**src/rtl/tdm_pkg.sv**
```systemverilog
// TDM receive shared types: FSM encoding, default sizing, slice helper.
package tdm_pkg;

  localparam int TDM_WIDTH    = 4;
  localparam int TDM_CHANNELS = 4;
  localparam int TDM_SEL_W    = 2;
  localparam int MAX_BUS      = 256;
  localparam int MAX_W        = 32;

  typedef enum logic {
    HUNT = 1'b0,
    RUN  = 1'b1
  } tdm_state_e;

  // Caller truncates the result to its own channel width.
  function automatic logic [MAX_W-1:0] chan_slice(
    input logic [MAX_BUS-1:0] bus,
    input int                 idx,
    input int                 w
  );
    logic [MAX_BUS-1:0] sh;
    sh = bus >> (idx * w);
    return sh[MAX_W-1:0];
  endfunction

endpackage

```
**src/rtl/tdm_demux_rx_if.sv**
```systemverilog
// Muxed link beat bundle: data, beat valid, slot-0 sync flag.
interface tdm_demux_rx_if #(
  parameter int WIDTH = 4
);
  logic [WIDTH-1:0] din;
  logic             din_valid;
  logic             frame_sync;

  modport master (
    output din,
    output din_valid,
    output frame_sync
  );

  modport slave (
    input din,
    input din_valid,
    input frame_sync
  );
endinterface

```
**src/rtl/tdm_slot_counter.sv**
```systemverilog
// Slot index counter for the TDM receiver.
module tdm_slot_counter #(
  parameter int CHANNELS = 4,
  parameter int SEL_W    = 2
) (
  input  logic             clk,
  input  logic             rst_n,
  input  logic             i_inc,
  input  logic             i_load1,
  input  logic             i_clr,
  output logic [SEL_W-1:0] o_slot,
  output logic             o_last,
  output logic             o_wrap
);

  logic [SEL_W-1:0] r_slot;
  logic             w_last;

  assign w_last = (r_slot == SEL_W'(CHANNELS - 1));

  always_ff @(posedge clk or negedge rst_n) begin
    if (!rst_n) begin
      r_slot <= '0;
    end else if (i_clr) begin
      r_slot <= '0;
    end else if (i_load1) begin
      r_slot <= SEL_W'(1);
    end else if (i_inc) begin
      r_slot <= w_last ? '0 : r_slot + 1'b1;
    end
  end

  assign o_slot = r_slot;
  assign o_last = w_last;
  assign o_wrap = i_inc & w_last;

endmodule

```
**src/rtl/tdm_demux_rx.sv**
```systemverilog
// TDM receiver: realigns slot beats into a double-buffered parallel frame.
module tdm_demux_rx
  import tdm_pkg::*;
#(
  parameter int WIDTH    = TDM_WIDTH,
  parameter int CHANNELS = TDM_CHANNELS,
  parameter int SEL_W    = TDM_SEL_W
) (
  input  logic                      clk,
  input  logic                      rst_n,
  tdm_demux_rx_if.slave             bus,
  input  logic [SEL_W-1:0]          led_sel,
  output logic [CHANNELS*WIDTH-1:0] dout,
  output logic                      frame_done,
  output logic                      frame_err,
  output logic [WIDTH-1:0]          LED
);

  tdm_state_e r_state, w_next;

  logic [WIDTH-1:0]          r_stage [CHANNELS-1];
  logic [CHANNELS*WIDTH-1:0] r_dout;
  logic                      r_done;
  logic                      r_err;

  logic [SEL_W-1:0]          w_slot;
  logic                      w_last;
  logic                      w_wrap;
  logic                      w_slot0;
  logic                      w_inc;
  logic                      w_load1;
  logic                      w_clr;
  logic                      w_wr;
  logic [SEL_W-1:0]          w_wr_idx;
  logic                      w_err;
  logic [CHANNELS*WIDTH-1:0] w_frame;

  tdm_slot_counter #(
    .CHANNELS (CHANNELS),
    .SEL_W    (SEL_W)
  ) u_slot (
    .clk     (clk),
    .rst_n   (rst_n),
    .i_inc   (w_inc),
    .i_load1 (w_load1),
    .i_clr   (w_clr),
    .o_slot  (w_slot),
    .o_last  (w_last),
    .o_wrap  (w_wrap)
  );

  assign w_slot0 = (w_slot == '0);

  always_ff @(posedge clk or negedge rst_n) begin
    if (!rst_n) r_state <= HUNT;
    else        r_state <= w_next;
  end

  always_comb begin
    w_next   = r_state;
    w_inc    = 1'b0;
    w_load1  = 1'b0;
    w_clr    = 1'b0;
    w_wr     = 1'b0;
    w_wr_idx = w_slot;
    w_err    = 1'b0;
    if (bus.din_valid) begin
      unique case (r_state)
        HUNT: begin
          if (bus.frame_sync) begin
            w_wr     = 1'b1;
            w_wr_idx = '0;
            w_load1  = 1'b1;
            w_next   = RUN;
          end
        end
        RUN: begin
          unique case (1'b1)
            bus.frame_sync && !w_slot0: begin
              w_err    = 1'b1;
              w_wr     = 1'b1;
              w_wr_idx = '0;
              w_load1  = 1'b1;
            end
            bus.frame_sync && w_slot0: begin
              w_wr     = 1'b1;
              w_wr_idx = '0;
              w_load1  = 1'b1;
            end
            !bus.frame_sync && w_slot0: begin
              w_err  = 1'b1;
              w_clr  = 1'b1;
              w_next = HUNT;
            end
            default: begin
              w_inc = 1'b1;
              w_wr  = !w_last;
            end
          endcase
        end
        default: w_next = HUNT;
      endcase
    end
  end

  // Last beat goes straight into the output frame, never staged.
  always_comb begin
    w_frame = '0;
    for (int k = 0; k < CHANNELS - 1; k++) begin
      w_frame[k*WIDTH +: WIDTH] = r_stage[k];
    end
    w_frame[(CHANNELS-1)*WIDTH +: WIDTH] = bus.din;
  end

  always_ff @(posedge clk or negedge rst_n) begin
    if (!rst_n) begin
      for (int k = 0; k < CHANNELS - 1; k++) begin
        r_stage[k] <= '0;
      end
    end else if (w_wr) begin
      r_stage[w_wr_idx] <= bus.din;
    end
  end

  always_ff @(posedge clk or negedge rst_n) begin
    if (!rst_n) begin
      r_dout <= '0;
      r_done <= 1'b0;
      r_err  <= 1'b0;
    end else begin
      r_done <= w_wrap;
      r_err  <= w_err;
      if (w_wrap) r_dout <= w_frame;
    end
  end

  assign dout       = r_dout;
  assign frame_done = r_done;
  assign frame_err  = r_err;

  assign LED = (int'(led_sel) < CHANNELS)
             ? WIDTH'(chan_slice(MAX_BUS'(r_dout), int'(led_sel), WIDTH))
             : '0;

endmodule

```
**src/flat_wrapper.sv**
```systemverilog
// flat-port wrapper written by rule: the top's interface ports become plain ports
module tdm_demux_rx_flat import tdm_pkg::*;
#(
  parameter int WIDTH    = TDM_WIDTH,
  parameter int CHANNELS = TDM_CHANNELS,
  parameter int SEL_W    = TDM_SEL_W
)
  (clk, rst_n, led_sel, dout, frame_done, frame_err, LED, bus_din, bus_din_valid, bus_frame_sync);
  tdm_demux_rx_if #(.WIDTH(WIDTH)) bus_i ();
  input  logic clk;
  input  logic rst_n;
  input  logic [SEL_W-1:0] led_sel;
  output logic [CHANNELS*WIDTH-1:0] dout;
  output logic frame_done;
  output logic frame_err;
  output logic [WIDTH-1:0] LED;
  input wire logic [$bits(bus_i.din)-1:0] bus_din;
  input wire logic [$bits(bus_i.din_valid)-1:0] bus_din_valid;
  input wire logic [$bits(bus_i.frame_sync)-1:0] bus_frame_sync;
  assign bus_i.din = bus_din;
  assign bus_i.din_valid = bus_din_valid;
  assign bus_i.frame_sync = bus_frame_sync;
  tdm_demux_rx #(.WIDTH(WIDTH), .CHANNELS(CHANNELS), .SEL_W(SEL_W)) u_core (.clk(clk), .rst_n(rst_n), .bus(bus_i), .led_sel(led_sel), .dout(dout), .frame_done(frame_done), .frame_err(frame_err), .LED(LED));
endmodule
```
**config.mk**
```make
export PLATFORM = sky130hd
export DESIGN_NAME = tdm_demux_rx_flat
export DESIGN_NICKNAME = d
export VERILOG_FILES = /design/src/rtl/tdm_pkg.sv /design/src/rtl/tdm_demux_rx_if.sv /design/src/rtl/tdm_slot_counter.sv /design/src/rtl/tdm_demux_rx.sv /design/src/flat_wrapper.sv
export SDC_FILE = /design/constraint.sdc
export NUM_CORES = 1
export LEC_CHECK = 0
export CAP_MARGIN = 30
export CORE_MARGIN = 2
export CORE_UTILIZATION = 55
export CTS_BUF_LIST = sky130_fd_sc_hd__clkbuf_8
export CTS_CLUSTER_DIAMETER = 120
export CTS_CLUSTER_SIZE = 16
export DETAILED_ROUTE_END_ITERATION = 8
export PLACE_DENSITY = 0.85
export SYNTH_ARGS = -nofsm -noshare
export SYNTH_HDL_FRONTEND = slang
export SYNTH_SLANG_ARGS = --single-unit
```
**constraint.sdc**
```tcl
create_clock -name clk -period 4.3 [get_ports clk]
set_input_delay 0.43 -clock clk [delete_from_list [all_inputs] [get_ports clk]]
set_output_delay 0.43 -clock clk [all_outputs]
set_load 0.01 [all_outputs]
```
* Word level (Yosys, flattened, before mapping)
Cells that the tools add are included.
** Word-level totals
- Register bits :: 33
- Logic and storage cells :: 57
** Cells by class
- Add/sub/neg operators :: 1
- Order comparisons :: 2
- Equal/unequal tests :: 1
- Shift-type cells :: 1
- Multiplexer cells :: 29
- Bitwise gates (word level) :: 3
- Reduce and logical (&&, ||, !) cells :: 12
** Operator list (number)
- 16-bit by 4-bit >> shifter with 4-bit output :: 1
- 1-bit two-way mux :: 14
- 2-bit two-way mux :: 7
- 12-bit bitwise mux :: 1
- 4-bit demux with 2-bit select :: 1
- 1-bit one-hot mux with 2 select lines :: 4
- 1-bit logical AND :: 4
- 4-bit two-way mux :: 1
- 2-bit one-hot mux with 2 select lines :: 1
- 2-bit OR reduction :: 2
- 3-bit greater-or-equal comparator, second input constant :: 1
- 1-bit logical NOT :: 3
- 3-bit by 1-bit < comparator with 1-bit output, second input constant :: 1
- 2-bit inverter with 3-bit output :: 1
- 3-bit nonzero test :: 1
- 3-bit OR reduction :: 1
- 2-bit by 1-bit adder with 2-bit output, second input constant :: 1
- 2-bit equality test, second input constant :: 1
- 2-bit logical NOT :: 1
- 1-bit AND :: 1
- 1-bit inverter :: 1

* Depth between registers and ports, before layout
Gate-level depths: netlist of run 1.
- Depth after elaboration :: 13
- Mapped depth :: 8
- Depth with buffers taken out :: 8

* Cells and area by module
Synthesis of run 1 repeated with hierarchy kept, for this count alone.
** Unflattened totals
- Cell total of the unflattened synthesis :: 100
- Area, all modules :: 1514.0 µm²
** By module, submodules not included
- tdm_demux_rx :: instances 1, cells each 90, area an instance 1405.1 µm², sequential area each 775.7 µm²
- tdm_slot_counter :: instances 1, cells each 10, area an instance 108.9 µm², sequential area each 50.0 µm²

* Least setup slack after synthesis of run 1
OpenSTA, ideal clock, no wires.
- Kind :: reg-to-reg
- Start :: register u_core.u_slot.r_slot[0], in the netlist u_core.u_slot.o_slot[0]
- End :: register u_core.r_stage[4] (netlist name)
- Setup time :: 0.125 ns
- Data arrival time :: 2.271 ns
- Required time :: 4.175 ns
- Setup slack :: 1.904 ns
- Cell stages (with the launch flop) :: 9
- Cells stage by stage :: dfrtp_1 > inv_1 > ha_1 > inv_1 > ha_1 > and3_1 > or3_4 > or4b_4 > mux2_4
** On the way
- Longest elaborated chain between the ends :: 13
- Elaborated cells on any way between the ends :: 22
- Classes of those cells :: 2 x order compare; 1 x eq/ne; 10 x mux; 1 x bitwise; 8 x reduce/logical
** Ends and longest elaborated chain
- start: declaration :: line tdm_slot_counter.sv:16 : logic [SEL_W-1:0] r_slot;
- start signal: assignment :: line tdm_slot_counter.sv:29 : r_slot <= w_last ? '0 : r_slot + 1'b1;
- 2-bit logical NOT :: line tdm_demux_rx.sv:52 : assign w_slot0 = (w_slot == '0);
- 1-bit logical NOT :: line tdm_demux_rx.sv:79 : bus.frame_sync && !w_slot0: begin
- 1-bit logical AND :: line tdm_demux_rx.sv:79
- 2-bit OR reduction (no line)
- 2-bit two-way mux :: line tdm_demux_rx.sv:78 : unique case (1'b1)
- 2-bit one-hot mux with 2 select lines :: line tdm_demux_rx.sv:68 : unique case (r_state)
- 2-bit two-way mux :: line tdm_demux_rx.sv:67 : if (bus.din_valid) begin
- 2-bit inverter with 3-bit output (not written as such) :: line tdm_demux_rx.sv:121 : r_stage[w_wr_idx] <= bus.din;
- 3-bit greater-or-equal comparator (not written as such) or 3-bit by 1-bit < comparator with 1-bit output (tied branches) :: line tdm_demux_rx.sv:121
- 1-bit logical AND (not written as such) :: line tdm_demux_rx.sv:121
- 4-bit two-way mux (not written as such) :: line tdm_demux_rx.sv:121
- 4-bit demux with 2-bit select :: line tdm_demux_rx.sv:121
- 12-bit bitwise mux :: line tdm_demux_rx.sv:121
- end signal: indexed assignment :: line tdm_demux_rx.sv:121
- end: declaration :: line tdm_demux_rx.sv:21 : logic [WIDTH-1:0] r_stage [CHANNELS-1];
Parallel ways exist; a longest one is shown, timed or not.
A chain may end at the register's enable or synchronous reset.

* Worst setup path after layout of run 1
- Start :: input port bus_frame_sync
- End :: register u_core.r_stage[4] (netlist name)
** On the way
- Longest elaborated chain between the ends :: 11
- Elaborated cells on any way between the ends :: 20
- Classes of those cells :: 2 x order compare; 11 x mux; 1 x bitwise; 6 x reduce/logical
** Ends and longest elaborated chain
- start: declaration :: line flat_wrapper.sv:19 : input wire logic [$bits(bus_i.frame_sync)-1:0] bus_frame_sync;
- 1-bit logical AND (on tied branches) :: line tdm_demux_rx.sv:85, tdm_demux_rx.sv:79
- 2-bit OR reduction (no line)
- 2-bit two-way mux :: line tdm_demux_rx.sv:78
- 2-bit one-hot mux with 2 select lines :: line tdm_demux_rx.sv:68
- 2-bit two-way mux :: line tdm_demux_rx.sv:67
- 2-bit inverter with 3-bit output (not written as such) :: line tdm_demux_rx.sv:121
- 3-bit greater-or-equal comparator (not written as such) or 3-bit by 1-bit < comparator with 1-bit output (tied branches) :: line tdm_demux_rx.sv:121
- 1-bit logical AND (not written as such) :: line tdm_demux_rx.sv:121
- 4-bit two-way mux (not written as such) :: line tdm_demux_rx.sv:121
- 4-bit demux with 2-bit select :: line tdm_demux_rx.sv:121
- 12-bit bitwise mux :: line tdm_demux_rx.sv:121
Parallel ways exist; a longest one is shown, timed or not.

==> metrics, run 1 <==
status complete, no violations; Critical Path RT approximately 4.5 ns; Worst IR Drop VDD around 0.46 mV; Slew @ Worst Pin roughly 0.80 ns; gr ovfl total 0; final hold vios 0; Vias roughly 1000; Clk pin slew, worst setup/hold paths around 0.070 ns; Net count, final roughly 160; Top-Level Pins 32; GR Util All Layers 0.216; sequential fraction of the synthesis area 0.550; Worst path max stage delay 0.60 ns; Slew Limit Fails 0; share of the synthesized area in the top cell type 0.550; vias in the first global route 1017; die extent in y around 56 µm; gpl congestion roughly 0.87; Setup Viol. Count Final 0; Syn Std Cell Area ~1500 µm²; LEAKAGE 0.891 nW; Setup CP Type input port to flip-flop; Syn Area/Cell 14.4 µm²; Max Cap Viol 0; IO buf count 31; Die Span X 56.2 µm; DRC viols 0; pin count of the biggest net entering global routing 34; Period Utilization, post-route 0.606; fmax roughly 380 MHz; DRT antenna net count 0; first-pass GRT wire length slightly above 5 mm; CTS Buffer Depth 2; Critical Path Source Type input port; Syn Inst Count 104; power density over the cells a little under 700 nW/µm²; Via density ~5.7; Area growth, synth to finish 29.2%; CP bufs+invs 2; RSZ-0062 raised after global routing no; H-tree levels 2; starting density of the core 0.595; CTS sink cnt 33; Yosys top cell by area dfrtp_1; Netlist cell types 21; cts repair resizes 0; Die Area about 3200 µm²; clock root cell clkbuf_8; total power between 1 and 1.5 mW; skew final about 0.0017 ns; Site Rows 18; CTS tree built; Area contributors post-synth dfrtp_1 (55%), mux2_2 (18%), mux4_2 (6.0%), ha_1 (5.0%), mux2_4 (4.0%); setup bufs post-CTS 0; hold_buf cts 0; Crit. End Element flip-flop; Arrival @ worst endpoint 2.78 ns; Tmin final ~2.6 ns; Yosys Warn Count 0; initial drt markers 26; core area 2520 µm²; CP cell instances clkdlybuf4s50_1, inv_1, ha_1, and3_1, or3_4, or4b_4, mux2_4; dpl hpwl approximately 2.1 mm; initial antenna violation count 0; Yosys reg bits 33; layout cells sized above 1 0.301; # diodes 0; Slowest-stage cell, CP clkdlybuf4s50_1; CTS Buf Count 5; cell family with most CP delay simple AND/OR/NAND/NOR gates; 1st-pass router iterations 4; Post-Route Setup TNS 0 ns; slew margin rel. 0.467; final WL 2.92 mm; WL/cell between 15 and 20 µm; Hold WC Path Type flip-flop to flip-flop; Skew-Pair Late Insertion Delay roughly 0.28 ns; syn nets 120; peak fanout along the critical path 7
==> flip-flops by register name, indices dropped and copies added (netlist names) <==
register and count:
u_core.u_slot.o_slot 2, u_core.frame_err 1, u_core.r_stage 12, u_core.frame_done 1, u_core.r_state 1, u_core.dout 16
==> synthesized netlist by cell type <==
master and n:
o221ai_1 1, o21ai_1 1, dfrtp_1 33, mux2_2 24, o21ai_0 2, nand2_1 5
and3_1 2, or3_4 1, inv_1 5, nand4b_1 1, or4b_4 1, nor2_1 3
a21oi_1 6, a31oi_1 1, and2_0 1, mux4_2 4, ha_1 6, clkbuf_1 1
nor4b_1 1, nand3_1 1, mux2_4 4
==> layout by cell type, fill, tap and decap left out <==
cell type	count
o21ai_1	1
a31oi_1	1
mux2_2	24
buf_4	1
nand4b_1	1
dfrtp_1	33
clkdlybuf4s50_1	31
or3_4	1
nand2_1	5
nand3_1	1
nor4b_1	1
and3_1	2
mux2_4	4
mux4_2	4
clkinv_2	2
clkinvlp_4	1
and2_0	1
a21oi_1	6
o21ai_0	2
o221ai_1	1
clkbuf_8	5
or4b_4	1
inv_1	5
nor2_1	3
ha_1	6
==> routing by layer <==
layer | up-vias | wire, µm | GRT usage
li1 | 459 | - | -
met1 | 490 | 1170 | 0.252
met2 | 33 | 1570 | 0.363
met3 | 4 | 162 | 0.0860
met4 | 0 | 19 | 0.0714
met5 | - | 0 | 0
==> logic make-up (layout without fill, tap and decap cells) <==
group                      Yosys count  after routing  synth area share
DFF                                 33             33             0.550
muxes                               32             32             0.280
and+or+nand+nor                     16             16            0.0642
AOI/OAI and AO/OA                   11             11            0.0400
adders and majority gates            6              6            0.0500
buffers and inverters                6             45            0.0150
==> layout make-up <==
| cell class | instances | area, µm² |
|---|---|---|
| clock inverters | 3 | 17.5 |
| clock buffers | 5 | 68.8 |
| fillers | 163 | 584 |
| multi-input cells | 65 | 652 |
| repair buffers | 32 | 318 |
| well taps | 30 | 37.5 |
| inverters | 5 | 18.8 |
| flip-flops and latches | 33 | 826 |
==> stage by stage <==
step                hold slack, ns  area (µm²)   util  std cells  worst slack (ns)
floorplan                    0.134        1500      -        104              1.90
global placement             0.485        1850  0.734        165              1.48
detailed placement           0.492        1850  0.734        165              1.40
CTS                          0.508        1940  0.768        173              1.69
global route                 0.521        1940  0.768        173              1.62
finish                       0.502        1940  0.768        173              1.69
==> power breakdown <==
group          switching [mW]  internal (mW)  leakage (nW)
Clock                   0.115          0.112        0.0439
Sequential              0.101          0.451         0.417
Combinational           0.201          0.348         0.430
Total                   0.416          0.910         0.891
==> worst paths after layout <==
check                                             start                 end  slack (ns)  cells after the start
worst max-delay path                     bus_frame_sync   u_core.r_stage[4]        1.69                      7
worst min-delay path                  u_core.r_stage[0]   u_core.r_stage[0]        0.50                      1
worst max register to register  u_core.u_slot.o_slot[0]   u_core.r_stage[4]        1.73                      8
worst min register to register        u_core.r_stage[0]   u_core.r_stage[0]        0.50                      1
max in group asynchronous                         rst_n  u_core.r_stage[11]        3.48                      2
min in group asynchronous                         rst_n      u_core.dout[0]        0.53                      2
Note: power is estimated with default switching activity, not from simulation.
==> run 2: changes to the inputs <==
- CORE_UTILIZATION: 55 -> 52
- PLACE_DENSITY: 0.85 -> 0.81
- clock period: 4.3 -> 2.68 ns (I/O delays scaled with it)
==> run 2 against run 1 <==
Net effect:
- count of clock-buffer cells in the layout stayed put
- register-to-register slack worse by 1.6 ns
- combinational power is 63% higher
- worst setup slack worse by 1.5 ns
- total power is 61% higher
- sequential share of layout area is 1.0 points lower
- non-clock buffer count is 6 higher
- sequential cell count stayed put
- core utilization is 4.8 points lower
- die area is 5.4% higher
- cell count is 4.0% higher
- critical path type is now flip-flop to flip-flop
- critical endpoint unchanged
- largest cell class unchanged
==> metrics, run 2 (synthesis gave the netlist of run 1 again) <==
Register Area 826 µm² (unchanged); Top-Level Pins 32 (unchanged); die extent in y 57.7 µm (+2.6%); CTS tree built; Post-Route Setup TNS 0 ns (unchanged); Vias 965 (-2.1%); commonest cells after routing, fill and taps aside dfrtp_1 (33), clkdlybuf4s50_1 (31), mux2_2 (24); Area after DPL 1900 µm² (+2.5%); starting density of the core 0.544 (-0.0507); CTS sink cnt 33 (unchanged); layout cells sized above 1 0.336 (+0.0349); IO buf count 31 (unchanged); DRT met1 WL 1.29 mm (+11%); WL/cell 16.4 µm (-3.0%); Tmin final roughly 2.5 ns; Slew Limit Fails 0 (unchanged); Skew-Pair Late Insertion Delay 0.28 ns (about the same); Worst IR Drop VDD 0.832 mV (+81%); CTS Buf Count 5 (unchanged); fin util 0.721 (-0.0478); Site Rows 19 (+1); Net count, final 164 (+3.8%); core area 2760 µm² (+9.3%); Die Span X 57.7 µm (+2.6%); peak fanout along the critical path 7 (unchanged); Crit. End Element flip-flop; GR Util All Layers 0.204 (-0.0122); 1st-pass router iterations 4 (unchanged); first-pass GRT wire length 5.01 mm (-0.67%); fmax 398 MHz; final hold vios 0 (unchanged); setup slack at placement 0.0782 ns (-1.32 ns); Setup CP Type flip-flop to flip-flop; final WL 2.95 mm (+0.96%); Max Cap Viol 0 (unchanged); H-tree levels 2 (unchanged); Clk pin slew, worst setup/hold paths 0.07 ns (about the same); post-route cell area 1990 µm² (+2.5%); initial antenna violation count 0 (unchanged); DRC viols 0 (unchanged); CTS Buffer Depth 2 (unchanged); Period Utilization, post-route 0.937; r2r setup slk 0.17 ns (-1.56 ns); Critical Path RT 2.84 ns (-1.63 ns); top routing layer in use met4; dpl hpwl 2.20 mm (+3.3%); Die Area 3330 µm² (+5.4%); status complete, no violations; RSZ-0062 raised after global routing no; DRT antenna net count 0 (unchanged); hold_buf cts 0 (unchanged); slew margin rel. 0.732 (+0.265); gpl congestion 0.882 (+1.4%); clock root cell clkbuf_8; # diodes 0 (unchanged); Arrival @ worst endpoint 2.68 ns (-0.10 ns); vias in the first global route 1067 (+4.9%); Area growth, synth to finish 32.4%; Via density 5.36 (-5.9%); initial drt markers 24 (-7.7%); skew final 0.00539 ns (+0.00366 ns); area of the multi-input gates 654 µm² (+0.38%); Setup WS post-layout 0.168 ns (-1.52 ns); met2 WL post-DR 1.50 mm (-4.8%); Critical Path Source Type flip-flop; Setup Viol. Count Final 0 (unchanged); Hold WC Path Type input port to async pin; max FFs per register 16 (unchanged); Slew @ Worst Pin 0.402 ns (-0.396 ns); LEAKAGE 0.920 nW (+3.3%); power density over the cells 1070 nW/µm² (+57%); WL met3 112 µm (-31%); commonest non-fill, non-tap cell in the layout dfrtp_1; Fill cells 203 (+25%); gr ovfl total 0 (unchanged); pin count of the biggest net entering global routing 34 (unchanged)
-- run 2: changes by cell type in the layout (fill, tap and decap cells not counted) --
cell | before | now
buf_4 | 1 | 7
ha_1 | 6 | 5
ha_2 | 0 | 1
-- run 2: layout make-up --
class	instances	share of cell area
Timing Repair Buffer	38	0.183
Clock inverter	3	0.00882
Tap cell	31	0.0195
Clock buffer	5	0.0346
Sequential cell	33	0.416
Inverter	5	0.00945
Multi-Input combinational cell	65	0.329
-- run 2: worst paths after layout --
| check | from | to | depth (start not counted) |
|---|---|---|---|
| setup / recovery | u_core.u_slot.o_slot[1] | u_core.r_stage[4] | 8 |
| hold / removal | rst_n | u_core.dout[5] | 2 |
| setup reg to reg | u_core.u_slot.o_slot[1] | u_core.r_stage[4] | 8 |
| hold reg to reg | u_core.r_stage[0] | u_core.dout[8] | 1 |
| max in group asynchronous | rst_n | u_core.dout[11] | 2 |
| min in group clk | u_core.r_stage[0] | u_core.dout[8] | 1 |
-- run 2: layer usage --
metal  track usage  vias to the layer above
met5             0                        -
met4        0.0897                        0
met3        0.0491                        7
li1              -                      467
met2         0.326                       22
met1         0.266                      469
-- run 2: repair_timing --
action                     CTS  global route
buffers inserted             0             0
setup endpoints to repair    0             4
resized for setup            0             1
-- run 2: power breakdown --
part | total, mW | internal [mW] | switching, mW
clock network | 0.351 | 0.179 | 0.172
registers | 0.885 | 0.723 | 0.161
logic | 0.896 | 0.574 | 0.322
-- run 2: stage by stage --
stage	hold slack (ns)	std cells	total power, mW
finish	0.379	180	2.13
global route	0.425	180	2.27
CTS	0.386	180	2.16
detailed placement	0.496	172	1.80
global placement	0.486	172	1.75
floorplan	-0.0276	104	1.35
-- run 2: worst max-delay path: stages, from the launching register on --
cell	delay [ns]
dfrtp_1	0.44
inv_1	0.10
ha_1	0.21
inv_1	0.08
ha_2	0.21
and3_1	0.15
or3_4	0.34
or4b_4	0.55
mux2_4	0.32
==> RTL edit 1, RTL diff (settings of run 1) <==
Register the output `LED`, cleared by the reset; this adds one clock of latency there. The other outputs are not delayed to match.
--- a/src/rtl/tdm_demux_rx.sv
+++ b/src/rtl/tdm_demux_rx.sv
@@ -139,7 +139,11 @@
   assign frame_err  = r_err;
 
-  assign LED = (int'(led_sel) < CHANNELS)
-             ? WIDTH'(chan_slice(MAX_BUS'(r_dout), int'(led_sel), WIDTH))
-             : '0;
+  always_ff @(posedge clk or negedge rst_n) begin
+    if (!rst_n) begin
+      LED <= '0;
+    end else begin
+      LED <= (int'(led_sel) < CHANNELS) ? WIDTH'(chan_slice(MAX_BUS'(r_dout), int'(led_sel), WIDTH)) : '0;
+    end
+  end
 
 endmodule
Behaviour: not the same (Yosys sat finds a counterexample within 10 cycles, from zero or initial values and one cycle with rst_n low).
==> RTL edit 1 against run 1 <==
Setup slack improved by 0.012 ns; core utilization decreased by 3.0 points; synthesized cell count increased by 3.8%; register-to-register slack got worse by 0.02 ns; area after synthesis increased by 6.7%; cell count increased by 2.9%; design area increased by 5.0%; wire length increased by 4.8%; critical path depth unchanged; critical path type unchanged; global-route usage about the same; via count increased by 3.1%; total power increased by 4.6%; sequential cell count increased by 4; fmax increased by 0.47%; largest power group unchanged; critical endpoint is now u_core.r_stage[6]$_DFFE_PN0P_.
==> RTL edit 1: results (changes against run 1) <==
[yosys]
synth.top_cells.by_count = dfrtp_1, mux2_2, a21oi_1, ha_1  ; unchanged
synth_ff_type = dfrtp_1  ; unchanged
synth_area_leaders = dfrtp_1, mux2_2, mux4_2  ; unchanged
ys_seq_area_share_pct = 57.86  ; was 55.05%
synthesis.nets = 124  ; was 120
ys_types = 21  ; unchanged
yosys_warnings = 0  ; unchanged

[power_and_ir_drop]
ir_drop_v = 0.0005043  ; was 0.0004610 V
total_leakage_power_nw = 0.9483  ; was 0.8910 nW
power_switching_share_pct = 30.74  ; was 31.39%

[drt]
first_iter_violations = 46  ; was 26
route.vias.total = 1017  ; was 986
wire_per_inst_um = 17.19  ; was 16.87 um

[clock_network]
hold_buffers = 0  ; unchanged
clk_pin_slew_ns = 0.07  ; about the same
cts_max_level = 2  ; unchanged
post_cts_buffers = 0  ; unchanged
ctsResizeCount = 0  ; unchanged
cts.path.max_buffers = 2  ; unchanged

[setup_path]
crit_slowest_cell = clkdlybuf4s50_1  ; unchanged
critPathMaxStageDelay_ns = 0.58  ; was 0.60 ns
cp_top_family = simple AND/OR/NAND/NOR gates  ; unchanged
reg2reg_depth = 8  ; unchanged
arrival_ns = 2.77  ; was 2.78 ns

[place]
portBuffers = 31  ; unchanged
place_congestion = 0.8704  ; was 0.8696
hpwlAfterDp_mm = 2.232  ; was 2.125 mm

[global_route]
grt_pass1_vias = 1066  ; was 1017
grt_max_degree = 38  ; was 34
grt_first_pass_wirelength_mm = 5.237  ; was 5.043 mm
grt_util_all_layers_pct = 21.61  ; about the same

[timing]
fin_skew_ns = 0.004992  ; was 0.001729 ns
maxSlewHeadroom_pct = 44.82  ; was 46.68%

[outcome]
outcome = completed  ; unchanged

[hold_path]
whs_path_depth = 1  ; unchanged
hold_class = reg2reg  ; unchanged

[finish]
antenna_cells = 0  ; unchanged
fin_nets = 162  ; was 158
drive_above_1_share_pct = 28.57  ; was 30.07%

RTL edit 1: cell types whose count changed after synthesis:
cell	before	now
dfrtp_1	33	37
RTL edit 1: final cells by class:
class	count	area [um2]
clock buffers	5	68.82
repair buffers	32	317.8
well taps	31	38.79
inverters	5	18.77
fillers	194	721.9
clock inverters	3	13.76
multi-input cells	65	651.9
flip-flops and latches	37	925.9
RTL edit 1: worst paths after layout:
kind / from / end / slack, ns
hold reg to reg: u_core.r_stage[1]$_DFFE_PN0P_ / u_core.r_stage[1]$_DFFE_PN0P_ / 0.51
max in group asynchronous: rst_n / u_core.r_stage[3]$_DFFE_PN0P_ / 3.41
min in group asynchronous: rst_n / u_core.dout[8]$_DFFE_PN0P_ / 0.56
setup reg to reg: u_core.u_slot.o_slot[0]$_DFFE_PN0P_ / u_core.r_stage[6]$_DFFE_PN0P_ / 1.71
setup / recovery: bus_frame_sync / u_core.r_stage[6]$_DFFE_PN0P_ / 1.70
hold / removal: u_core.r_stage[1]$_DFFE_PN0P_ / u_core.r_stage[1]$_DFFE_PN0P_ / 0.51
RTL edit 1: stage by stage:
| step | total power, W | hold WS [ns] | cells | setup slack (ns) | cell area [um2] |
|---|---|---|---|---|---|
| after floorplan | 0.0008989 | 0.1344 | 108 | 1.904 | 1600 |
| final | 0.001388 | 0.5062 | 178 | 1.705 | 2036 |
| after global routing | 0.001477 | 0.5323 | 178 | 1.568 | 2036 |
| after global placement | 0.001137 | 0.4841 | 170 | 1.488 | 1953 |
| after CTS | 0.001401 | 0.5103 | 178 | 1.705 | 2036 |
| after detailed placement | 0.001172 | 0.4944 | 170 | 1.399 | 1953 |
RTL edit 1: logic make-up (layout without fill, tap and decap cells):
| logic type | Yosys count | after routing | share of synthesized area, % |
|---|---|---|---|
| buffers and inverters | 6 | 45 | 1.407 |
| AO/OA/AOI/OAI | 11 | 11 | 3.753 |
| flip-flops | 37 | 37 | 57.86 |
| adder cells (fa/ha/maj) | 6 | 6 | 4.691 |
| AND/OR/NAND/NOR | 16 | 16 | 6.020 |
| multiplexers | 32 | 32 | 26.27 |
RTL edit 1: power groups by stage:
stage | Combinational (W) | Clock [W] | Sequential, W
floorplan | 0.000269 | 0 | 0.000630
global placement | 0.000531 | 0 | 0.000606
detailed placement | 0.000554 | 0 | 0.000618
CTS | 0.000557 | 0.000232 | 0.000612
global route | 0.000598 | 0.000246 | 0.000634
finish | 0.000550 | 0.000227 | 0.000611
RTL edit 1: metal layers:
metal	wire [um]	GRT usage, %	part of all wire, %
met5	0	0	0
met4	39	8.970	1.3
met3	120	4.688	3.9
met2	1627	36.04	53
met1	1270	27.52	42
==> RTL edit 2, RTL diff (flow settings as in run 1) <==
Without the edit above. The package constant `TDM_WIDTH` goes from 4 to 3.
--- a/src/rtl/tdm_pkg.sv
+++ b/src/rtl/tdm_pkg.sv
@@ -2,5 +2,5 @@
 package tdm_pkg;
 
-  localparam int TDM_WIDTH    = 4;
+  localparam int TDM_WIDTH    = 3;
   localparam int TDM_CHANNELS = 4;
   localparam int TDM_SEL_W    = 2;
Interface: changed (resized LED, bus_din and dout); port bits go from 32 to 26. The function was not compared with the original's and may differ.
==> RTL edit 2 against run 1 <==
Design area decreased by 19%; first-iteration DRC count decreased by 35%; sequential cell count decreased by 7; total power decreased by 26%; critical path depth unchanged; via count decreased by 4.7%; die area decreased by 18%; wire length decreased by 20%; area after synthesis decreased by 19%; setup slack improved by 0.0074 ns.
==> RTL edit 2: results (changes against run 1) <==
[timing]
fin_skew_ns = 0.003082  ; was 0.001729 ns
tightest_slew_ns = 0.5252  ; was 0.7976 ns

[global_route]
grt_use_met2_pct = 34.42  ; was 36.30%
met3_usage_pct = 3.801  ; was 8.605%
grt_util_met1_pct = 26.64  ; was 25.19%
grt_max_degree = 20  ; was 34
grt_pass1_vias = 901  ; was 1017
grt_util_all_layers_pct = 21.07  ; was 21.61%
antenna_found_initial = 0  ; unchanged

[finish]
sh_seq_area_pct = 41.50  ; was 42.61%
multi_input_cells = 80  ; was 65
clock_cell_area_share_pct = 3.512  ; was 4.454%
multi_input_area_share_pct = 33.60  ; was 33.63%
largest_reg_flops = 12  ; was 16
inverters = 6  ; was 5
fillCellCount = 158  ; was 163
buffer_area_share_pct = 17.72  ; was 16.40%
drive_above_1_share_pct = 9.859  ; was 30.07%
n_all_buffers = 26  ; was 32

[setup_path]
crit_start = bus_frame_sync  ; unchanged
crit_slowest_cell = clkdlybuf4s50_1  ; unchanged
crit_path_end = u_core.r_stage[3]$_DFFE_PN0P_  ; was u_core.r_stage[4]$_DFFE_PN0P_
arrival_ns = 2.75  ; was 2.78 ns
cp_top_family = compound AO/OA/AOI/OAI gates  ; was simple AND/OR/NAND/NOR gates
cp_max_fo = 8  ; was 7
critPathMaxStageDelay_ns = 0.62  ; was 0.60 ns

[place]
place_congestion = 0.8102  ; was 0.8696
post-place-cells = 166  ; was 165
dpl_worst_slack_ns = 1.416  ; was 1.402 ns
hpwlAfterDp_mm = 1.782  ; was 2.125 mm
portBuffers = 25  ; was 31

[drt]
vias_per_cell = 5.529  ; was 5.699
wl_met2_mm = 1.146  ; was 1.571 mm
first_iter_violations = 17  ; was 26
met1_length_mm = 1.011  ; was 1.166 mm
wire_per_inst_um = 13.72  ; was 16.87 um
wirelength_mm = 2.332  ; was 2.919 mm
routed-wl-met3_um = 99  ; was 162 um

[clock_network]
root_buffer = clkbuf_8  ; unchanged
numCtsBuffers = 3  ; was 5
cts_max_level = 1  ; was 2

[yosys]
synth.top_cells.by_count = nand2_1, dfrtp_1, ha_1, inv_1, mux2_2  ; was dfrtp_1, mux2_2, a21oi_1, ha_1
synth_seq_cells = 26  ; was 33
synthesis.nets = 131  ; was 120
ys_seq_area_share_pct = 53.55  ; was 55.05%
synth_top_area_share_pct = 53.55  ; was 55.05%
synth_area_leaders = dfrtp_1, nand2_1, ha_1  ; was dfrtp_1, mux2_2, mux4_2
syn-instance-count = 116  ; was 104

[power_and_ir_drop]
total_leakage_power_nw = 0.7512  ; was 0.8910 nW
ir_drop_v = 0.0003681  ; was 0.0004610 V
switching_power_w = 0.0003221  ; was 0.0004163 W

[outcome]
outcome = completed  ; unchanged

## RTL edit 2: power groups by stage
stage	Combinational (W)	Sequential [W]	Clock, W
2_1_floorplan	0.000207	0.000431	0
3_3_place_gp	0.000379	0.000426	0
3_5_place_dp	0.000401	0.000432	0
4_1_cts	0.000402	0.000428	0.000158
5_1_grt	0.000440	0.000443	0.000169
6_report	0.000396	0.000427	0.000154
## RTL edit 2: cell families after synthesis
family | after synthesis | share of synthesized area, %
adder cells (fa/ha/maj) | 6 | 6.179
buffers and inverters | 10 | 3.089
flip-flops | 26 | 53.55
AO/OA/AOI/OAI | 13 | 7.416
multiplexers | 12 | 13.90
AND/OR/NAND/NOR | 49 | 15.86
## RTL edit 2: worst min-delay path by stage
stage | start | endpoint | slack [ns] | depth (start not counted)
2_1_floorplan | rst_n | u_core.dout[0]$_DFFE_PN0P_ | 0.13 | 0
3_3_place_gp | u_core.r_stage[0]$_DFFE_PN0P_ | u_core.dout[6]$_DFFE_PN0P_ | 0.45 | 2
3_5_place_dp | u_core.r_stage[0]$_DFFE_PN0P_ | u_core.dout[6]$_DFFE_PN0P_ | 0.45 | 2
4_1_cts | rst_n | u_core.frame_done$_DFF_PN0_ | 0.48 | 1
5_1_grt | rst_n | u_core.dout[11]$_DFFE_PN0P_ | 0.49 | 1
6_report | u_core.r_stage[5]$_DFFE_PN0P_ | u_core.dout[5]$_DFFE_PN0P_ | 0.47 | 2
## RTL edit 2: through the flow
step / hold WS (ns) / cell area (um2) / power, W
2_1_floorplan: 0.1344 / 1215 / 0.0006379
3_3_place_gp: 0.4455 / 1485 / 0.0008045
3_5_place_dp: 0.4532 / 1513 / 0.0008327
4_1_cts: 0.4751 / 1568 / 0.0009877
5_1_grt: 0.4934 / 1568 / 0.001052
6_report: 0.4730 / 1568 / 0.0009774
